--- config.mk ---
export PLATFORM = sky130hd
export DESIGN_NAME = tpx3_tx_emu
export DESIGN_NICKNAME = d
export VERILOG_FILES = /design/src/rtl/tpx3_tx_pkg.sv /design/src/rtl/encode_8b10b.sv /design/src/rtl/tpx3_tx_emu.sv
export SDC_FILE = /design/constraint.sdc
export NUM_CORES = 1
export LEC_CHECK = 0
export CELL_PAD_IN_SITES_DETAIL_PLACEMENT = 1
export CELL_PAD_IN_SITES_GLOBAL_PLACEMENT = 2
export CORE_ASPECT_RATIO = 1.25
export CORE_UTILIZATION = 34
export CTS_CLUSTER_SIZE = 12
export DETAILED_ROUTE_END_ITERATION = 10
export PLACE_DENSITY = 0.9
export SKIP_CTS_REPAIR_TIMING = 1
export SYNTH_ARGS = -nofsm -noshare
export SYNTH_HDL_FRONTEND = slang
export SYNTH_SLANG_ARGS = --single-unit
--- constraint.sdc ---
create_clock -name clk_i -period 6.7 [get_ports clk_i]
set_clock_uncertainty 0.05 [all_clocks]
set_input_delay 1.34 -clock clk_i [delete_from_list [all_inputs] [get_ports clk_i]]
set_output_delay 1.34 -clock clk_i [all_outputs]
set_load 0.05 [all_outputs]
--- src/rtl/tpx3_tx_pkg.sv ---
// Shared definitions for the Timepix3 serial-output emulator.
//   K28_5_RDN / K28_5_RDP : comma code groups for negative / positive running disparity
//   PACKET_BYTES          : bytes per 48-bit pixel packet
//   tx_state_e            : transmitter FSM state encoding
package tpx3_tx_pkg;

  localparam logic [9:0]  K28_5_RDN    = 10'b0011111010;
  localparam logic [9:0]  K28_5_RDP    = 10'b1100000101;
  localparam int unsigned PACKET_BYTES = 6;

  typedef enum logic [1:0] {
    ST_SYNC = 2'd0,
    ST_IDLE = 2'd1,
    ST_SEND = 2'd2
  } tx_state_e;

endpackage

--- src/rtl/encode_8b10b.sv ---
// Combinational 8b/10b encoder.
//   data_i : byte HGF_EDCBA (x = EDCBA, y = HGF)
//   k_i    : emit the comma K28.5 instead of a data character (data_i ignored)
//   rd_i   : running disparity in (0 = negative, 1 = positive)
//   code_o : code group {a,b,c,d,e,i,f,g,h,j}, bit 9 = a
//   rd_o   : running disparity after this code group
module encode_8b10b
  import tpx3_tx_pkg::*;
(
  input  logic [7:0] data_i,
  input  logic       k_i,
  input  logic       rd_i,
  output logic [9:0] code_o,
  output logic       rd_o
);

  logic [4:0] x;
  logic [2:0] y;
  logic [5:0] t6;
  logic [5:0] c6;
  logic [3:0] t4;
  logic [3:0] c4;
  logic       rd_mid;
  logic       unbal6;
  logic       unbal4;
  logic       alt7;

  assign x = data_i[4:0];
  assign y = data_i[7:5];

  // 5b/6b table, RD- column
  always_comb begin
    case (x)
      5'd0:    t6 = 6'b100111;
      5'd1:    t6 = 6'b011101;
      5'd2:    t6 = 6'b101101;
      5'd3:    t6 = 6'b110001;
      5'd4:    t6 = 6'b110101;
      5'd5:    t6 = 6'b101001;
      5'd6:    t6 = 6'b011001;
      5'd7:    t6 = 6'b111000;
      5'd8:    t6 = 6'b111001;
      5'd9:    t6 = 6'b100101;
      5'd10:   t6 = 6'b010101;
      5'd11:   t6 = 6'b110100;
      5'd12:   t6 = 6'b001101;
      5'd13:   t6 = 6'b101100;
      5'd14:   t6 = 6'b011100;
      5'd15:   t6 = 6'b010111;
      5'd16:   t6 = 6'b011011;
      5'd17:   t6 = 6'b100011;
      5'd18:   t6 = 6'b010011;
      5'd19:   t6 = 6'b110010;
      5'd20:   t6 = 6'b001011;
      5'd21:   t6 = 6'b101010;
      5'd22:   t6 = 6'b011010;
      5'd23:   t6 = 6'b111010;
      5'd24:   t6 = 6'b110011;
      5'd25:   t6 = 6'b100110;
      5'd26:   t6 = 6'b010110;
      5'd27:   t6 = 6'b110110;
      5'd28:   t6 = 6'b001110;
      5'd29:   t6 = 6'b101110;
      5'd30:   t6 = 6'b011110;
      default: t6 = 6'b101011;
    endcase
  end

  // Unbalanced groups (and the balanced-but-polar D.7) are inverted under RD+.
  always_comb begin
    unbal6 = ($countones(t6) != 3);
    c6     = (rd_i && (unbal6 || (x == 5'd7))) ? ~t6 : t6;
    rd_mid = rd_i ^ unbal6;
  end

  // D.x.A7 avoids a run of five equal bits across the sub-block boundary.
  assign alt7 = (y == 3'd7) &&
                ((!rd_mid && ((x == 5'd17) || (x == 5'd18) || (x == 5'd20))) ||
                 ( rd_mid && ((x == 5'd11) || (x == 5'd13) || (x == 5'd14))));

  // 3b/4b table, RD- column
  always_comb begin
    case (y)
      3'd0:    t4 = 4'b1011;
      3'd1:    t4 = 4'b1001;
      3'd2:    t4 = 4'b0101;
      3'd3:    t4 = 4'b1100;
      3'd4:    t4 = 4'b1101;
      3'd5:    t4 = 4'b1010;
      3'd6:    t4 = 4'b0110;
      default: t4 = alt7 ? 4'b0111 : 4'b1110;
    endcase
  end

  always_comb begin
    unbal4 = ($countones(t4) != 2);
    c4     = (rd_mid && ((y == 3'd0) || (y == 3'd3) || (y == 3'd4) || (y == 3'd7))) ? ~t4 : t4;
  end

  always_comb begin
    if (k_i) begin
      code_o = rd_i ? K28_5_RDP : K28_5_RDN;
      rd_o   = ~rd_i;
    end else begin
      code_o = {c6, c4};
      rd_o   = rd_mid ^ unbal4;
    end
  end

endmodule

--- src/rtl/tpx3_tx_emu.sv ---
// Timepix3 serial data output emulator: sends a K28.5 preamble, then 8b/10b
// encodes 48-bit packets (MSB byte first), one registered code group per clock,
// with K28.5 fill whenever no packet is in flight.
//   clk_i          : word clock, one symbol per cycle
//   rst_i          : asynchronous active-high reset
//   enable_i       : transmitter enable
//   data_in_i      : packet, [47:40] sent first
//   data_valid_i   : packet available
//   data_ready_o   : packet taken when data_valid_i && data_ready_o
//   tx_symbol_o    : code group, bit 9 transmitted first
//   tx_k_o         : tx_symbol_o is a K character
//   tx_synced_o    : preamble complete (IDLE or SEND)
//   busy_o         : packet in flight
//   packet_cnt_o   : fully transmitted packets, wrapping
// SYNC_COMMAS must be even (>= 2) so the preamble leaves RD negative.
module tpx3_tx_emu
  import tpx3_tx_pkg::*;
#(
  parameter int unsigned SYNC_COMMAS = 16,
  parameter int unsigned CNT_WIDTH   = 16
) (
  input  logic                 clk_i,
  input  logic                 rst_i,
  input  logic                 enable_i,
  input  logic [47:0]          data_in_i,
  input  logic                 data_valid_i,
  output logic                 data_ready_o,
  output logic [9:0]           tx_symbol_o,
  output logic                 tx_k_o,
  output logic                 tx_synced_o,
  output logic                 busy_o,
  output logic [CNT_WIDTH-1:0] packet_cnt_o
);

  localparam int unsigned    CW         = $clog2(SYNC_COMMAS);
  localparam logic [CW-1:0]  COMMA_LAST = CW'(SYNC_COMMAS - 1);
  localparam logic [2:0]     BYTE_LAST  = 3'(PACKET_BYTES - 1);

  tx_state_e            state_q;
  logic [CW-1:0]        comma_cnt_q;
  logic [2:0]           byte_idx_q;
  logic [47:0]          shift_q;
  logic [9:0]           sym_q;
  logic                 k_q;
  logic                 rd_q;
  logic                 synced_q;
  logic                 busy_q;
  logic [CNT_WIDTH-1:0] pkt_cnt_q;

  logic                 last_byte;
  logic                 hs;
  logic [9:0]           enc_code;
  logic                 enc_rd;

  assign last_byte = (state_q == ST_SEND) && (byte_idx_q == BYTE_LAST);

  // Ready is combinational so a packet can be taken in the final byte slot
  // and follow on without a comma gap.
  assign data_ready_o = enable_i && ((state_q == ST_IDLE) || last_byte);
  assign hs           = data_ready_o && data_valid_i;

  encode_8b10b u_enc (
    .data_i (shift_q[47:40]),
    .k_i    (state_q != ST_SEND),
    .rd_i   (rd_q),
    .code_o (enc_code),
    .rd_o   (enc_rd)
  );

  always_ff @(posedge clk_i or posedge rst_i) begin
    if (rst_i) begin
      state_q     <= ST_SYNC;
      comma_cnt_q <= '0;
      byte_idx_q  <= '0;
      shift_q     <= '0;
      sym_q       <= K28_5_RDN;
      k_q         <= 1'b1;
      rd_q        <= 1'b0;
      synced_q    <= 1'b0;
      busy_q      <= 1'b0;
      pkt_cnt_q   <= '0;
    end else begin
      sym_q <= enc_code;
      k_q   <= (state_q != ST_SEND);
      rd_q  <= enc_rd;
      case (state_q)
        ST_SYNC: begin
          if (!enable_i) begin
            comma_cnt_q <= '0;
          end else if (comma_cnt_q == COMMA_LAST) begin
            comma_cnt_q <= '0;
            state_q     <= ST_IDLE;
            synced_q    <= 1'b1;
          end else begin
            comma_cnt_q <= comma_cnt_q + 1'b1;
          end
        end
        ST_IDLE: begin
          if (!enable_i) begin
            state_q  <= ST_SYNC;
            synced_q <= 1'b0;
          end else if (hs) begin
            shift_q    <= data_in_i;
            byte_idx_q <= '0;
            busy_q     <= 1'b1;
            state_q    <= ST_SEND;
          end
        end
        ST_SEND: begin
          shift_q    <= {shift_q[39:0], 8'h00};
          byte_idx_q <= byte_idx_q + 3'd1;
          if (last_byte) begin
            pkt_cnt_q  <= pkt_cnt_q + 1'b1;
            byte_idx_q <= '0;
            if (hs) begin
              shift_q <= data_in_i;
            end else begin
              busy_q <= 1'b0;
              if (enable_i) begin
                state_q <= ST_IDLE;
              end else begin
                state_q  <= ST_SYNC;
                synced_q <= 1'b0;
              end
            end
          end
        end
        default: begin
          state_q  <= ST_SYNC;
          synced_q <= 1'b0;
          busy_q   <= 1'b0;
        end
      endcase
    end
  end

  assign tx_symbol_o  = sym_q;
  assign tx_k_o       = k_q;
  assign tx_synced_o  = synced_q;
  assign busy_o       = busy_q;
  assign packet_cnt_o = pkt_cnt_q;

endmodule

Word-level counts from Yosys, hierarchy flattened
Memory sizes are Yosys's and may differ from the RTL's.
Index checks and enable logic that the tools add are counted.
- equality and inequality tests: 28
- order comparisons: 0
- shift operators: 0
- bitwise gates (word level): 6
- multiplexer cells: 37
- $mul: 0
- reduce and logical (&&, ||, !) cells: 27
- div/mod/pow operators: 0
- $add $sub $neg: 11
- operators with widths (kind ; count):
    2-to-1 mux 48 bit ; 4
    adder 32 bit ; 3
    one-hot mux 48 bit (2 select lines) ; 1
    != test 32 x 3 -> 1 bit, second input constant ; 2
    one-hot mux 4 bit (7 select lines) ; 1
    2-to-1 mux 10 bit ; 2
    adder 16 x 1 -> 16 bit, second input constant ; 1
    2-to-1 mux 4 bit ; 4
    == test 3 bit, second input constant ; 5
    == test 5 x 4 -> 1 bit, second input constant ; 3
    == test 5 bit, second input constant ; 3
    != test 2 bit, second input constant ; 7
    2-to-1 mux 2 bit ; 6
    2-to-1 mux 1 bit ; 11
    adder 1 x 1 -> 2 bit ; 5
    logical OR 1 bit ; 10
    AND reduction 5 bit ; 2
    2-to-1 mux 3 bit ; 3
    logical AND 1 bit ; 8
    == test 3 x 2 -> 1 bit, second input constant ; 2
    2-to-1 mux 6 bit ; 1
    inverter 6 bit ; 1
    one-hot mux 1 bit (3 select lines) ; 2
    one-hot mux 2 bit (3 select lines) ; 1
    19 further kinds ; 21
- ROM bits: 192
- input port bits: 52
- memory bits (writable): 0
- register bits: 87
- output and inout port bits: 30
- bits in latches: 0
- memories kept: 1
- logic and storage cells: 120
- memories (name ; depth ; width ; read ports ; clocked after Yosys merged registers in ; wr ports ; line ; text):
    (name not given) ; 32 ; 6 ; 1 ; 0 ; 0 ; encode_8b10b.sv:33 ; case (x)

Longest topological paths before layout
Gate-level depths: netlist of the first run.
An unclocked memory read counts as a cell.
- depth after elaboration: 17
- mapped depth: 21
- depth with buffers taken out: 20

Modules after synthesis
A second synthesis of the first run with hierarchy kept.
- cells, all modules: 512
- area, all modules: 5146.2 um^2
- by module, submodules not included (module ; cells an instance ; seq. area each (um^2) ; area an instance (um^2) ; instances):
    tpx3_tx_emu ; 343 ; 2185.8 ; 3943.8 ; 1
    encode_8b10b ; 169 ; 0.0 ; 1202.4 ; 1

Least setup slack after synthesis of the first run
No wires, ideal clock.
- path type: reg-to-reg
- start: register shift_q[40]
- end: register rd_q
- library setup time: 126 ps
- arrival time: 4744 ps
- path slack: 1779 ps
- period minus slack after synthesis: 4921 ps
- data required time: 6524 ps
- cell stages (with the launch flop): 22
- buffers on the path: 1
- cell sequence: dfrtp_1 -> inv_1 -> ha_1 -> mux2_2 -> a211oi_1 -> a311o_2 -> ha_1 -> fa_1 -> ha_1 -> and4bb_1 -> buf_6 -> xor2_4 -> mux2i_1 -> o21ai_0 -> nand2_1 -> ha_1 -> ha_1 -> fa_1 -> nor3b_1 -> xnor2_1 -> nand2_1 -> xor2_1
- cells in the longest elaborated chain, start to end: 17
- elaborated cells between the ends (all ways): 31
- classes of those cells: add/sub (8); eq/ne (8); mux (3); bitwise (2); reduce/logical (9); memory (1)
- ends and longest elaborated chain (element ; line ; text):
    start, declared ; tpx3_tx_emu.sv:42 ; logic [47:0] shift_q;
    start signal, assigned ; tpx3_tx_emu.sv:103 ; shift_q <= data_in_i;
    start signal, assigned ; tpx3_tx_emu.sv:110 ; shift_q <= {shift_q[39:0], 8'h00};
    start signal, assigned ; tpx3_tx_emu.sv:116 ; shift_q <= data_in_i;
    memory (32 x 6 bit) ; n/a ;
    adder 1 x 1 -> 2 bit (not written as such) ; encode_8b10b.sv:71 ; unbal6 = ($countones(t6) != 3);
    adder 32 bit (not written as such) (2 in series) ; encode_8b10b.sv:71 ;
    != test 32 x 3 -> 1 bit ; encode_8b10b.sv:71 ;
    bitwise XOR 1 bit ; encode_8b10b.sv:73 ; rd_mid = rd_i ^ unbal6;
    logical NOT 1 bit ; encode_8b10b.sv:78 ; ((!rd_mid && ((x == 5'd17) || (x == 5'd18) || (x == 5'd20))) ||
    logical AND 1 bit ; encode_8b10b.sv:78 ;
    logical OR 1 bit ; encode_8b10b.sv:78 ;
    logical AND 1 bit ; encode_8b10b.sv:77 ; assign alt7 = (y == 3'd7) &&
    2-to-1 mux 4 bit ; encode_8b10b.sv:91 ; default: t4 = alt7 ? 4'b0111 : 4'b1110;
    one-hot mux 4 bit (7 select lines) ; encode_8b10b.sv:83 ; case (y)
    adder 1 x 1 -> 2 bit (not written as such) ; encode_8b10b.sv:96 ; unbal4 = ($countones(t4) != 2);
    adder 32 bit (not written as such) ; encode_8b10b.sv:96 ;
    != test 32 x 3 -> 1 bit ; encode_8b10b.sv:96 ;
    bitwise XOR 1 bit * ; encode_8b10b.sv:106 ; rd_o = rd_mid ^ unbal4;
    2-to-1 mux 1 bit * ; encode_8b10b.sv:101 ; if (k_i) begin
    via enc_rd ; tpx3_tx_emu.sv:53 ; logic enc_rd;
    end signal, assigned ; tpx3_tx_emu.sv:85 ; rd_q <= enc_rd;
    end, declared ; tpx3_tx_emu.sv:45 ; logic rd_q;
The timed path passes the listed nets; every way through them passes the cells marked *.
A chain may end at the register's enable or synchronous reset.

Worst setup path in the final report of the first run
- start: register shift_q[43]
- end: register rd_q
The elaborated chain is that of the path after synthesis.

==> results of run 1 <==
-- registers in the layout, summed over array words and instances (netlist names) --
signal and count:
shift_q 48, packet_cnt_o 16, tx_symbol_o 10, comma_cnt_q 4
byte_idx_q 3, state_q 2, busy_o 1, rd_q 1
tx_k_o 1, tx_synced_o 1
-- worst min-delay path by stage --
stage | from | endpoint | cells after the start
floorplan | shift_q[10] | shift_q[10] | 2
finish | shift_q[31] | shift_q[31] | 2
global placement | packet_cnt_o[15] | packet_cnt_o[15] | 1
global route | shift_q[25] | shift_q[25] | 2
detailed placement | shift_q[31] | shift_q[31] | 2
CTS | shift_q[31] | shift_q[31] | 2
-- Yosys cell counts (2+ instances only) --
| master | n |
|---|---|
| a32oi_1 | 2 |
| nor3_2 | 3 |
| xnor2_1 | 18 |
| o21a_1 | 2 |
| nor2b_1 | 8 |
| buf_2 | 5 |
| a211oi_1 | 2 |
| mux2i_1 | 44 |
| o21ai_1 | 2 |
| a22o_1 | 8 |
| a31oi_1 | 3 |
| fa_1 | 3 |
| nand2_1 | 66 |
| clkbuf_1 | 12 |
| and3_1 | 4 |
| buf_6 | 6 |
| nor2_1 | 12 |
| nand3_1 | 11 |
| nor3b_1 | 4 |
| a21o_1 | 6 |
| dfrtp_1 | 80 |
| a21oi_1 | 17 |
| o21ai_0 | 57 |
| ha_1 | 23 |
| nor3_1 | 4 |
| xor2_1 | 8 |
| buf_4 | 7 |
| a2111oi_2 | 2 |
| o31ai_1 | 2 |
| nand4_1 | 8 |
| mux2_2 | 4 |
| dfstp_2 | 7 |
| o22ai_1 | 3 |
| inv_1 | 17 |
-- per-stage QoR --
stage	cells	hold slack, ns	power [mW]	utilization	cell area (sq um)
after global placement	715	0.412	2.95	0.416	5820
after detailed placement	715	0.421	3.06	0.416	5820
after global routing	731	0.457	3.85	0.437	6110
final	731	0.430	3.54	0.437	6110
after CTS	731	0.435	3.59	0.437	6110
after floorplan	486	0.399	2.65	-	4950
-- worst max-delay path, stage by stage (launching register included) --
cell      delay [ns]
dfrtp_1         0.82
mux2_2          0.41
a211oi_1        0.26
a311o_2         0.18
ha_1            0.25
fa_1            0.39
ha_1            0.30
and4bb_1        0.54
xor2_4          0.24
mux2i_1         0.14
o21ai_0         0.27
nand2_1         0.10
ha_1            0.31
ha_1            0.19
fa_1            0.48
nor3b_1         0.23
xnor2_1         0.16
nand2_1         0.08
xor2_1          0.18
-- kinds of logic after synthesis --
logic type / synth area share
flip-flops: 0.441
adder cells (fa/ha/maj): 0.0702
XOR/XNOR: 0.0515
multiplexers: 0.0980
AO/OA/AOI/OAI: 0.154
buffers and inverters: 0.0520
AND/OR/NAND/NOR: 0.133
-- area by class of cell --
cell class / instances / area [sq um] / share of cell area
clock inverter: 5 / 57.6 / 0.00941
clock buffer: 11 / 233 / 0.0381
multi-input combinational: 351 / 2520 / 0.412
inverter: 18 / 68.8 / 0.0113
timing repair buffer: 84 / 833 / 0.136
tap: 175 / 219 / 0.0358
sequential: 87 / 2190 / 0.357
-- where the power goes --
group          internal [mW]  switching [mW]
logic                  0.868            1.21
registers              0.752           0.210
clock network          0.290           0.213
total                   1.91            1.63
-- metal layers --
| layer | vias to the layer above | routed length, microns | track usage |
|---|---|---|---|
| met3 | 20 | 543 | 0.0471 |
| li1 | 1828 | - | - |
| met4 | 0 | 330 | 0.0830 |
| met5 | - | 0 | 0 |
| met1 | 1827 | 4960 | 0.200 |
| met2 | 68 | 6320 | 0.302 |
==> flow_summary.ini, run 1 <==
[layout]
final_cell_mix = clkdlybuf4s50_1 (81), dfrtp_1 (80), nand2_1 (66)
drive_above_1_share = 0.0881
final_common_cell = clkdlybuf4s50_1
finish.net_count = 629
n_fill_cell = 1604
diodes = 0
syn2layout_area_growth_pct = 23.4

[global_routing]
grt_pass1_wl_microns = 19800
overflow = 0
antenna_found_initial = 0
grt_max_degree = 75
grt_use_total = 0.176
grt_pass1_vias = 3987

[min_path]
hp-class = reg2reg

[synth]
syn_nets = 564
avgSynthCellArea_sq_um = 10.2
synthArstFlopShare = 1.00
synth_area_leaders = dfrtp_1 (40%), mux2i_1 (8.9%), ha_1 (5.8%)
seq_area_frac_synth = 0.441
yosys.area.top_type_share = 0.404
synth_edf_count = 0
yosys_warnings = 0
synth-main-ff-cell = dfrtp_1
syn-cell-area_sq_mm = 0.00495
ys_types = 60
synth_cells = 486
synth-seq-cells = 87
yosysTopAreaCell = dfrtp_1

[cts]
clk_pin_slew_ns = 0.06
clkSinkCount = 87
numCtsBuffers = 9
h-tree-depth = 3
clk_path_buf_depth = 2
cts-root-buf = clkbuf_16
clock_latency_ns = 0.35
tritoncts = yes

[place]
dp_hpwl_microns = 8970
place_ws_ns = 1.04
io_buffer_count = 81
gp_congestion = 0.854

[power_and_ir_drop]
p_per_area_mw_per_mm2 = 579
ir_drop_uv = 357
p_leak_nw = 2.84

[drt]
drtAntennaViolNets = 0
vias = 3743
dr.pass1.iters = 4
wl_per_cell_microns = 16.6
drtIter0Drc = 158
drc = 0
vias_per_cell = 5.12
wirelength_microns = 12200

[setup_path]
worstSetupStartpoint = shift_q[43]
crit_arrival_ns = 5.90
path_class = reg2reg
critPathCaptureType = flip-flop
r2r-end = rd_q
cp.required_ns = 6.86
path_max_fanout = 22
r2r_slack_ns = 0.96
crit_end = rd_q
ff2ff_path_depth = 18
r2r-start = shift_q[43]
cp-start-kind = flip-flop

[run]
max_cap_viol_count = 0

[timing]
finalSetupViolCount = 0
tightest_slew_ns = 0.926
slew_headroom = 0.381
max_clock_freq_mhz = 174
setup_ws_ns = 0.959
rsz0062_at_grt = false
hold_viol_final = 0
fin_tns_setup_ns = 0
drv_slew = 0
fin_crit_sh = 0.857
fin_crit_ns = 5.74

[outcome]
status = finished, final reports clean

[die]
die_area_sq_mm = 0.0151
die_w_microns = 110
die_y_microns = 137
coreArea_sq_mm = 0.0140
num_rows = 48
ioPinCount = 82
start_util = 0.354
Power figures use the tool's default switching activity.
==> run 2, diff against run 1 <==
--- a/config.mk
+++ b/config.mk
@@ -5,6 +5,7 @@
 export SDC_FILE = /design/constraint.sdc
 export NUM_CORES = 1
 export LEC_CHECK = 0
+export CAP_MARGIN = 20
 export CELL_PAD_IN_SITES_DETAIL_PLACEMENT = 1
 export CELL_PAD_IN_SITES_GLOBAL_PLACEMENT = 2
 export CORE_ASPECT_RATIO = 1.25
==> results of run 2 <==
Same layout as run 1: the final DEF is identical, and so are final timing and power.
